===== config.mk =====
export PLATFORM = sky130hd
export DESIGN_NAME = mem_access_stage
export DESIGN_NICKNAME = d
export VERILOG_FILES = /design/src/rtl/mem_pkg.sv /design/src/rtl/mem_lane_align.sv /design/src/rtl/mem_access_stage.sv
export SDC_FILE = /design/constraint.sdc
export NUM_CORES = 1
export LEC_CHECK = 0
export ABC_CLOCK_PERIOD_IN_PS = 6900
export BUFFER_PORTS_ARGS = -buffer_cell sky130_fd_sc_hd__clkbuf_2
export CAP_MARGIN = 20
export CELL_PAD_IN_SITES_DETAIL_PLACEMENT = 1
export CELL_PAD_IN_SITES_GLOBAL_PLACEMENT = 2
export CORE_ASPECT_RATIO = 0.6
export CORE_MARGIN = 4
export CORE_UTILIZATION = 29
export DETAILED_ROUTE_END_ITERATION = 8
export PLACE_DENSITY = 0.9
export SYNTH_ARGS = -nofsm -noshare
export SYNTH_HDL_FRONTEND = slang
export SYNTH_SLANG_ARGS = --single-unit
export TNS_END_PERCENT = 50

===== constraint.sdc =====
create_clock -name CLK -period 6.9 [get_ports CLK]
set_input_delay 2.07 -clock CLK [delete_from_list [all_inputs] [get_ports CLK]]
set_output_delay 2.07 -clock CLK [all_outputs]
set_load 0.02 [all_outputs]

===== src/rtl/mem_pkg.sv =====
// rtl/mem_pkg.sv - shared size codes, state encoding and alignment helper for the MEM stage
package mem_pkg;

    localparam logic [1:0] SZ_BYTE = 2'b00;
    localparam logic [1:0] SZ_HALF = 2'b01;
    localparam logic [1:0] SZ_WORD = 2'b10;

    typedef enum logic [1:0] {
        S_IDLE = 2'b00,
        S_BUSY = 2'b01,
        S_DONE = 2'b10
    } mem_state_t;

    // Size code 2'b11 behaves as a word access.
    function automatic logic is_misaligned(input logic [1:0] size, input logic [1:0] addr_lo);
        case (size)
            SZ_BYTE: return 1'b0;
            SZ_HALF: return addr_lo[0];
            default: return addr_lo != 2'b00;
        endcase
    endfunction

endpackage


===== src/rtl/mem_lane_align.sv =====
// rtl/mem_lane_align.sv - byte-lane steering for stores and lane select/extension for loads
module mem_lane_align
    import mem_pkg::*;
(
    input  logic [1:0]  size,
    input  logic        is_signed,
    input  logic [1:0]  addr_lo,
    input  logic [31:0] wd,
    input  logic [31:0] rdata,
    output logic [3:0]  be,
    output logic [31:0] wdata,
    output logic [31:0] ld_data
);

    logic [31:0] shifted;

    // Little-endian lane mapping; misaligned halves never reach here because the stage filters them
    always_comb begin
        shifted = rdata >> {addr_lo, 3'b000};
        be      = 4'b1111;
        wdata   = wd;
        ld_data = shifted;
        case (size)
            SZ_BYTE: begin
                be      = 4'b0001 << addr_lo;
                wdata   = {4{wd[7:0]}};
                ld_data = {{24{is_signed & shifted[7]}}, shifted[7:0]};
            end
            SZ_HALF: begin
                be      = addr_lo[1] ? 4'b1100 : 4'b0011;
                wdata   = {2{wd[15:0]}};
                ld_data = {{16{is_signed & shifted[15]}}, shifted[15:0]};
            end
            default: ;
        endcase
    end

endmodule


===== src/rtl/mem_access_stage.sv =====
// rtl/mem_access_stage.sv - pipeline MEM stage driving a req/ack data memory with stall and error reporting
module mem_access_stage
    import mem_pkg::*;
#(
    parameter int TIMEOUT = 16,
    parameter int CNT_W   = 5
) (
    input  logic        CLK,
    input  logic        RSTn,
    input  logic        in_RegWrite,
    input  logic        in_MemtoReg,
    input  logic        in_MemRead,
    input  logic        in_MemWrite,
    input  logic [1:0]  in_MemSize,
    input  logic        in_MemSigned,
    input  logic [31:0] in_ALUOut,
    input  logic [31:0] in_WriteData,
    input  logic [4:0]  in_WriteReg,
    output logic        RegWrite,
    output logic        MemtoReg,
    output logic [31:0] ALUOut,
    output logic [31:0] ReadData,
    output logic [4:0]  WriteReg,
    output logic        Stall,
    output logic        AddrErr,
    output logic        BusErr,
    output logic        dmem_req,
    output logic        dmem_we,
    output logic [31:0] dmem_addr,
    output logic [3:0]  dmem_be,
    output logic [31:0] dmem_wdata,
    input  logic        dmem_ack,
    input  logic [31:0] dmem_rdata
);

    mem_state_t       state, state_nx;
    logic [CNT_W-1:0] cnt;
    logic [29:0]      addr_q;
    logic             we_q;
    logic [3:0]       be_q;
    logic [31:0]      wdata_q;
    logic [1:0]       size_q;
    logic [1:0]       lo_q;
    logic             sgn_q;
    logic             abort_q;
    logic [31:0]      rdata_q;

    logic             mem_op;
    logic             misal;
    logic             busy;
    logic             timeout_hit;
    logic [1:0]       al_size;
    logic [1:0]       al_lo;
    logic             al_sgn;
    logic [3:0]       al_be;
    logic [31:0]      al_wdata;
    logic [31:0]      al_ld;

    assign mem_op      = in_MemRead | in_MemWrite;
    assign misal       = mem_op & is_misaligned(in_MemSize, in_ALUOut[1:0]);
    assign busy        = (state == S_BUSY);
    // An ack arriving in the final allowed cycle takes priority over the abort
    assign timeout_hit = busy & ~dmem_ack & (cnt == CNT_W'(TIMEOUT - 1));

    // In IDLE the aligner sees the incoming instruction (store lanes); in BUSY the latched load shape
    assign al_size = busy ? size_q : in_MemSize;
    assign al_lo   = busy ? lo_q   : in_ALUOut[1:0];
    assign al_sgn  = busy ? sgn_q  : in_MemSigned;

    mem_lane_align u_align (
        .size      (al_size),
        .is_signed (al_sgn),
        .addr_lo   (al_lo),
        .wd        (in_WriteData),
        .rdata     (dmem_rdata),
        .be        (al_be),
        .wdata     (al_wdata),
        .ld_data   (al_ld)
    );

    // State register
    always_ff @(posedge CLK or negedge RSTn) begin
        if (!RSTn) state <= S_IDLE;
        else       state <= state_nx;
    end

    // Next state and per-cycle control; stall/error outputs are held low while reset is asserted
    always_comb begin
        state_nx = state;
        Stall    = 1'b0;
        AddrErr  = 1'b0;
        BusErr   = 1'b0;
        RegWrite = in_RegWrite;
        case (state)
            S_IDLE: begin
                if (misal) begin
                    AddrErr  = 1'b1;
                    RegWrite = 1'b0;
                end else if (mem_op) begin
                    Stall    = 1'b1;
                    state_nx = S_BUSY;
                end
            end
            S_BUSY: begin
                Stall  = 1'b1;
                BusErr = timeout_hit;
                if (dmem_ack || timeout_hit) state_nx = S_DONE;
            end
            S_DONE: begin
                RegWrite = in_RegWrite & ~abort_q;
                state_nx = S_IDLE;
            end
            default: state_nx = S_IDLE;
        endcase
        if (!RSTn) begin
            Stall   = 1'b0;
            AddrErr = 1'b0;
        end
    end

    // Access latch, wait counter and load-result capture
    always_ff @(posedge CLK or negedge RSTn) begin
        if (!RSTn) begin
            cnt     <= '0;
            addr_q  <= '0;
            we_q    <= 1'b0;
            be_q    <= '0;
            wdata_q <= '0;
            size_q  <= '0;
            lo_q    <= '0;
            sgn_q   <= 1'b0;
            abort_q <= 1'b0;
            rdata_q <= '0;
        end else begin
            case (state)
                S_IDLE: begin
                    cnt <= '0;
                    if (mem_op && !misal) begin
                        addr_q  <= in_ALUOut[31:2];
                        we_q    <= in_MemWrite;
                        be_q    <= al_be;
                        wdata_q <= al_wdata;
                        size_q  <= in_MemSize;
                        lo_q    <= in_ALUOut[1:0];
                        sgn_q   <= in_MemSigned;
                        abort_q <= 1'b0;
                    end
                end
                S_BUSY: begin
                    cnt <= cnt + CNT_W'(1);
                    if (dmem_ack) begin
                        if (!we_q) rdata_q <= al_ld;
                    end else if (timeout_hit) begin
                        rdata_q <= '0;
                        abort_q <= 1'b1;
                    end
                end
                default: ;
            endcase
        end
    end

    assign dmem_req   = busy;
    assign dmem_we    = busy & we_q;
    assign dmem_be    = busy ? be_q : 4'b0000;
    assign dmem_addr  = {addr_q, 2'b00};
    assign dmem_wdata = wdata_q;

    assign MemtoReg = in_MemtoReg;
    assign ALUOut   = in_ALUOut;
    assign WriteReg = in_WriteReg;
    assign ReadData = rdata_q;

endmodule


# [Word level (Yosys, flattened, before mapping)]
# Index checks and enable logic that the tools add are counted.
[totals] regBits=112 latch_bits=0 ram_bits=0 mem_bits_ro=0 input_bits=111 out_inout_bits=144 elab_cells=80 mem_count=0
[classes] n_addsub=1 n_mul=0 n_div=0 order_cmp=0 n_eq_ne=12 shifts=2 mux=31 bitwise_logic=10 reduce_logical=13
[op_table] op="$pmux 32 s2" n=2
[op_table] op="$mux 32" n=3
[op_table] op="$shr 32x5->32" n=1
[op_table] op="$mux 1" n=12
[op_table] op="$mux 2" n=5
[op_table] op="$ne 2x2->1 const B" n=5
[op_table] op="$pmux 5 s2" n=1
[op_table] op="$mux 4" n=2
[op_table] op="$pmux 1 s2" n=4
[op_table] op="$pmux 4 s2" n=1
[op_table] op="$and 1x1->1" n=7
[op_table] op="$eq 2x1->1 const B" n=3
[op_table] op="$logic_not 2->1" n=3
[op_table] op="$reduce_and 3->1" n=2
[op_table] op="$reduce_bool 2->1" n=3
[op_table] op="$add 5x1->5 const B" n=1
[op_table] op="$eq 5x4->1 const B" n=1
[op_table] op="$ne 2x1->1 const B" n=2
[op_table] op="$pmux 2 s2" n=1
[op_table] op="$reduce_and 4->1" n=1
[op_table] op="$shl 1x2->4 const A" n=1
[op_table] op="$eq 2x2->1 const B" n=1
[op_table] op="$not 1->1" n=2
[op_table] op="$reduce_and 2->1" n=1
[op_table] op="other kinds (4)" n=4

# [Logic depth before layout (Yosys ltp)]
[depth] word_depth=7 depth_mapped=11 ltp_nobuf=8

# [By module]
# From an unflattened synthesis, not the netlist that was laid out.
[unflattened] hier_cells=527 area_unflattened_um2=5955.7
[by_module_without_submodules] mod="mem_access_stage" n_inst=1 cells_per_inst=343 area_per_inst_um2=4682.0 seq_area_each_um2=2802.7
[by_module_without_submodules] mod="mem_lane_align" n_inst=1 cells_per_inst=184 area_per_inst_um2=1273.7 seq_area_each_um2=0.0

# [Worst setup path before layout]
# No wires, ideal clock.
[synth_timing] path_kind="input-to-output" startpoint="input port in_MemSize[0]" endpoint="output port AddrErr" arrival_ns=3.037 t_required_ns=4.830 slack_ns=1.793 cell_stages=3 n_path_buf=0 path_cell_list="nor2_1 -> nor2_1 -> nor4b_1"
[synth_between] elab_chain_len=6 word_cells_on_any_way=7 cone_classes="eq/ne: 1; mux: 4; bitwise: 1; reduce/logical: 1"
[synth_lines] element="start: declaration" line="mem_access_stage.sv:14" source="input logic [1:0] in_MemSize,"
[synth_lines] element="$eq 2x1->1 or $logic_not 2->1 (tied branches)" line="mem_pkg.sv:16" source="case (size)"
[synth_lines] element="$pmux 1 s2 (*)" line="mem_pkg.sv:16"
[synth_lines] element="$and 1x1->1 (*)" line="mem_access_stage.sv:60" source="assign misal = mem_op & is_misaligned(in_MemSize, in_ALUOut[1:0]);"
[synth_lines] element="$mux 1 (*)" line="mem_access_stage.sv:96" source="if (misal) begin"
[synth_lines] element="$mux 1 (*)" line="mem_access_stage.sv:94" source="case (state)"
[synth_lines] element="$mux 1 (*)" line="mem_access_stage.sv:115" source="if (!RSTn) begin"
[synth_lines] element="end: declaration" line="mem_access_stage.sv:25" source="output logic AddrErr,"
# Mark *: on every way between the ends. The rest lies on a longest branch, timed or not.

# [Final worst setup path]
[layout_timing] startpoint="input port in_ALUOut[1]" endpoint="output port AddrErr"
[layout_between] elab_chain_len=6
[layout_lines] element="start: declaration" line="mem_access_stage.sv:16" source="input logic [31:0] in_ALUOut,"
[layout_lines] element="$reduce_bool 2->1" line="mem_pkg.sv:19" source="default: return addr_lo != 2'b00;"
[layout_lines] element="$pmux 1 s2" line="mem_pkg.sv:16"
[layout_lines] element="$and 1x1->1" line="mem_access_stage.sv:60"
[layout_lines] element="$mux 1" line="mem_access_stage.sv:96"
[layout_lines] element="$mux 1" line="mem_access_stage.sv:94"
[layout_lines] element="$mux 1" line="mem_access_stage.sv:115"
# No other way between the ends.

==> key figures <==
Run status
  – Status: completed

STA
  – RSZ-0062 raised after global routing: false
  – Fmax: 193.5 MHz
  – Final hold violation count: 0
  – PnR worst setup slack: 1.731 ns
  – Worst slew margin: between 20 and 30%
  – Setup violators final: 0
  – Setup_tns: 0 ns
  – Hold WS: roughly 0.48 ns
  – Slew @ Worst Pin: ~1.1 ns
  – Final Max Slew Viols: 0
  – Final min period: just over 5 ns
  – Fin crit share: 74.91%
  – Max Clock Skew: 0.01308 ns

Placement
  – IO Port Bufs: 240
  – Post-DP HPWL: 14,210 um
  – Place WS: around 1.7 ns
  – Placed instance area: 0.006765 mm2
  – RePlAce Congestion: 0.8081

Power
  – Pleak: 0.003806 uW
  – Power Dens Cells: 430.6 mW/mm2
  – Max VDD drop: 0.1284 mV

Clocking
  – CTS resizes: 0
  – Cts bufs inserted: 9
  – CTS sink count: 112
  – Clock Tree Root: clkbuf_16
  – Deepest level of the CTS H-tree: 3
  – CTS Buffer Depth: 2
  – Post-CTS Hold Fix Bufs: 0
  – CTS tree: yes
  – Reg clk slew, reported paths: ~0.070 ns
  – Clk_lat worst skew: 0.36 ns
  – Setup Fix Bufs, Post-CTS: 0

Worst setup path
  – Critical Path Source Type: input port
  – Crit path cell chain: clkbuf_2, a21oi_1, nor2_1, nor4b_1, clkbuf_2
  – CP max FO: 6
  – CP arrival: between 3 and 4 ns
  – WP buf/inv: 2
  – Slowest-stage cell, CP: nor4b_1
  – Critical path class: in2out
  – CP Capture Type: output pin
  – Reg2reg start: state[1]
  – CP top delay family: simple AND/OR/NAND/NOR gates
  – CP max stage delay: 0.29 ns
  – CP required: 4.83 ns
  – Worst setup path start: in_ALUOut[1]
  – Setup slack, reg-to-reg: 3.31 ns
  – Crit-path most repeated cell: clkbuf_2

Synth
  – Yosys warns: 0
  – Cell Area, Synth: about 0.0056 mm2
  – Area leader, netlist: dfrtp_1
  – Seq/Total Area, Yosys: 49.73%
  – Syn_area_per_cell: slightly above 9 um2
  – Top cell type's share of synthesized area: slightly below 50%
  – Number of enable flip-flop cells after synthesis: 0
  – Synthesized netlist cell count: between 600 and 700
  – Ys async rst share: 100.0%
  – Yosys cell types: 43
  – Synth Flop Type: dfrtp_1
  – Seq cells post-synth: 112
  – Top post-synthesis cells by area: dfrtp_1, nand2_1, mux2i_1

Drt
  – Final ANT Viol Nets: 0
  – Total Wirelength: between 15,000 and 20,000 um
  – Initial DRT Pass Iterations: 4
  – DRC Markers: 0
  – Via density: 4.770
  – Total number of vias: 5,042
  – DR WL/cell: around 18 um
  – Initial DRC Count: 232

Final layout
  – Share of layout cells above drive strength 1: 34.20%
  – Final #Nets: 918
  – Final instance area: 0.007066 mm2
  – Synth-to-layout area growth: 25.38%

Floorplanning
  – Core area: 0.01903 mm2
  – Num rows: 39
  – Die Ht: 116.0 um
  – Starting density of the core: 29.61%
  – Die ar.: 0.02180 mm2
  – I/O pin count: 255
  – Die X: 188.0 um

GRT
  – Largest net degree at the start of global routing: 94
  – Initial antenna violation count: 0
  – GRT Total Usage: 17.24%
  – GR Overflow Total: 0
  – First-pass GRT wire length: 29,590 um
  – Vias in the first global route: 5,144

Worst hold path
  – Worst hold-check path type: reg2reg
  – Hold Crit Start: dmem_wdata[7]

Job
  – Max cap viols: 0
[final cells by class]
class	instances	area, um2
clock inverters	5	43.79
fillers	2303	11970
repair buffers	249	1275
multi-input cells	431	2384
flip-flops and latches	112	2803
diodes	1	2.502
inverters	2	7.507
well taps	246	307.8
clock buffers	11	242.7
[logic make-up (layout without fill, tap and decap cells)]
| group | after synthesis | in the layout | synth area share, % |
|---|---|---|---|
| and+or+nand+nor | 257 | 257 | 18.92 |
| AOI/OAI and AO/OA | 124 | 124 | 13.79 |
| adders and majority gates | 2 | 2 | 0.4440 |
| buffers and inverters | 80 | 267 | 8.481 |
| other | 1 | 3 | 0.06654 |
| muxes | 46 | 46 | 8.570 |
| DFF | 112 | 112 | 49.73 |
[state kept, by name (all words and copies together), names as in the netlist]
register / cells
ReadData: 32
abort_q: 1
addr_q: 30
be_q: 4
cnt: 5
dmem_wdata: 32
lo_q: 2
sgn_q: 1
size_q: 2
state: 2
we_q: 1
[worst paths after layout]
kind / end / depth (start not counted)
worst min-delay path: dmem_wdata[7] / 2
worst max register to register: ReadData[24] / 7
worst min register to register: dmem_wdata[7] / 2
min in group asynchronous: ReadData[4] / 1
max in group asynchronous: dmem_wdata[31] / 2
worst max-delay path: AddrErr / 5
[where the power goes]
group | switching (uW) | internal [uW] | leakage, uW
Combinational | 930 | 468 | 0.00226
Sequential | 182 | 938 | 0.00140
Clock | 261 | 263 | 0.000142
Total | 1370 | 1670 | 0.00381
[layer usage]
layer	share of wire (%)	routed length (um)	vias to the layer above	track usage [%]
li1	-	-	2427	-
met4	0.60	114	0	2.493
met1	51	9763	2435	26.03
met2	41	7875	171	24.95
met5	0	0	-	0
met3	6.6	1250	9	5.057
[tightest hold or removal path: cells and delay by family (launching register included)]
family	cells	cell delay [ns]
DFF	1	0.34
and+or+nand+nor	2	0.10
[layout by cell type, fill, tap and decap left out, types with 3 or more instances in the layout]
master	Yosys	layout
a21oi_1	18	18
a221o_1	9	9
clkbuf_2	0	239
a31oi_1	4	4
buf_4	40	9
dfrtp_1	112	112
nand3_1	3	3
clkbuf_16	0	9
o21ai_1	9	9
inv_6	0	5
mux2i_1	41	40
nand2b_1	6	6
a211oi_1	7	7
nor2b_1	7	7
a21o_1	5	5
and2_1	6	6
nand2_1	198	198
a22o_1	10	10
nor2_1	23	23
o21ai_0	51	51
o31ai_1	7	7
[metrics by stage]
stage	util [%]	total power [uW]	cells
floorplan	-	2022	623
global placement	35.55	2514	1039
detailed placement	35.55	2553	1039
CTS	37.05	3093	1055
global route	37.11	3276	1056
finish	37.13	3042	1057
[synthesized netlist by cell type (2+ instances only)]
cell type / number
nand2_1: 198
dfrtp_1: 112
o21ai_0: 51
mux2i_1: 41
buf_4: 40
clkbuf_1: 30
nor2_1: 23
a21oi_1: 18
a22o_1: 10
a221o_1: 9
o21ai_1: 9
a211oi_1: 7
nor2b_1: 7
o31ai_1: 7
and2_1: 6
nand2b_1: 6
a21o_1: 5
a31oi_1: 4
buf_2: 4
buf_6: 3
nand3_1: 3
ha_1: 2
mux2_2: 2
mux2i_2: 2
nand3b_1: 2
nor3b_1: 2
nor4_1: 2
o31ai_2: 2
(Power assumes the default switching activity.)
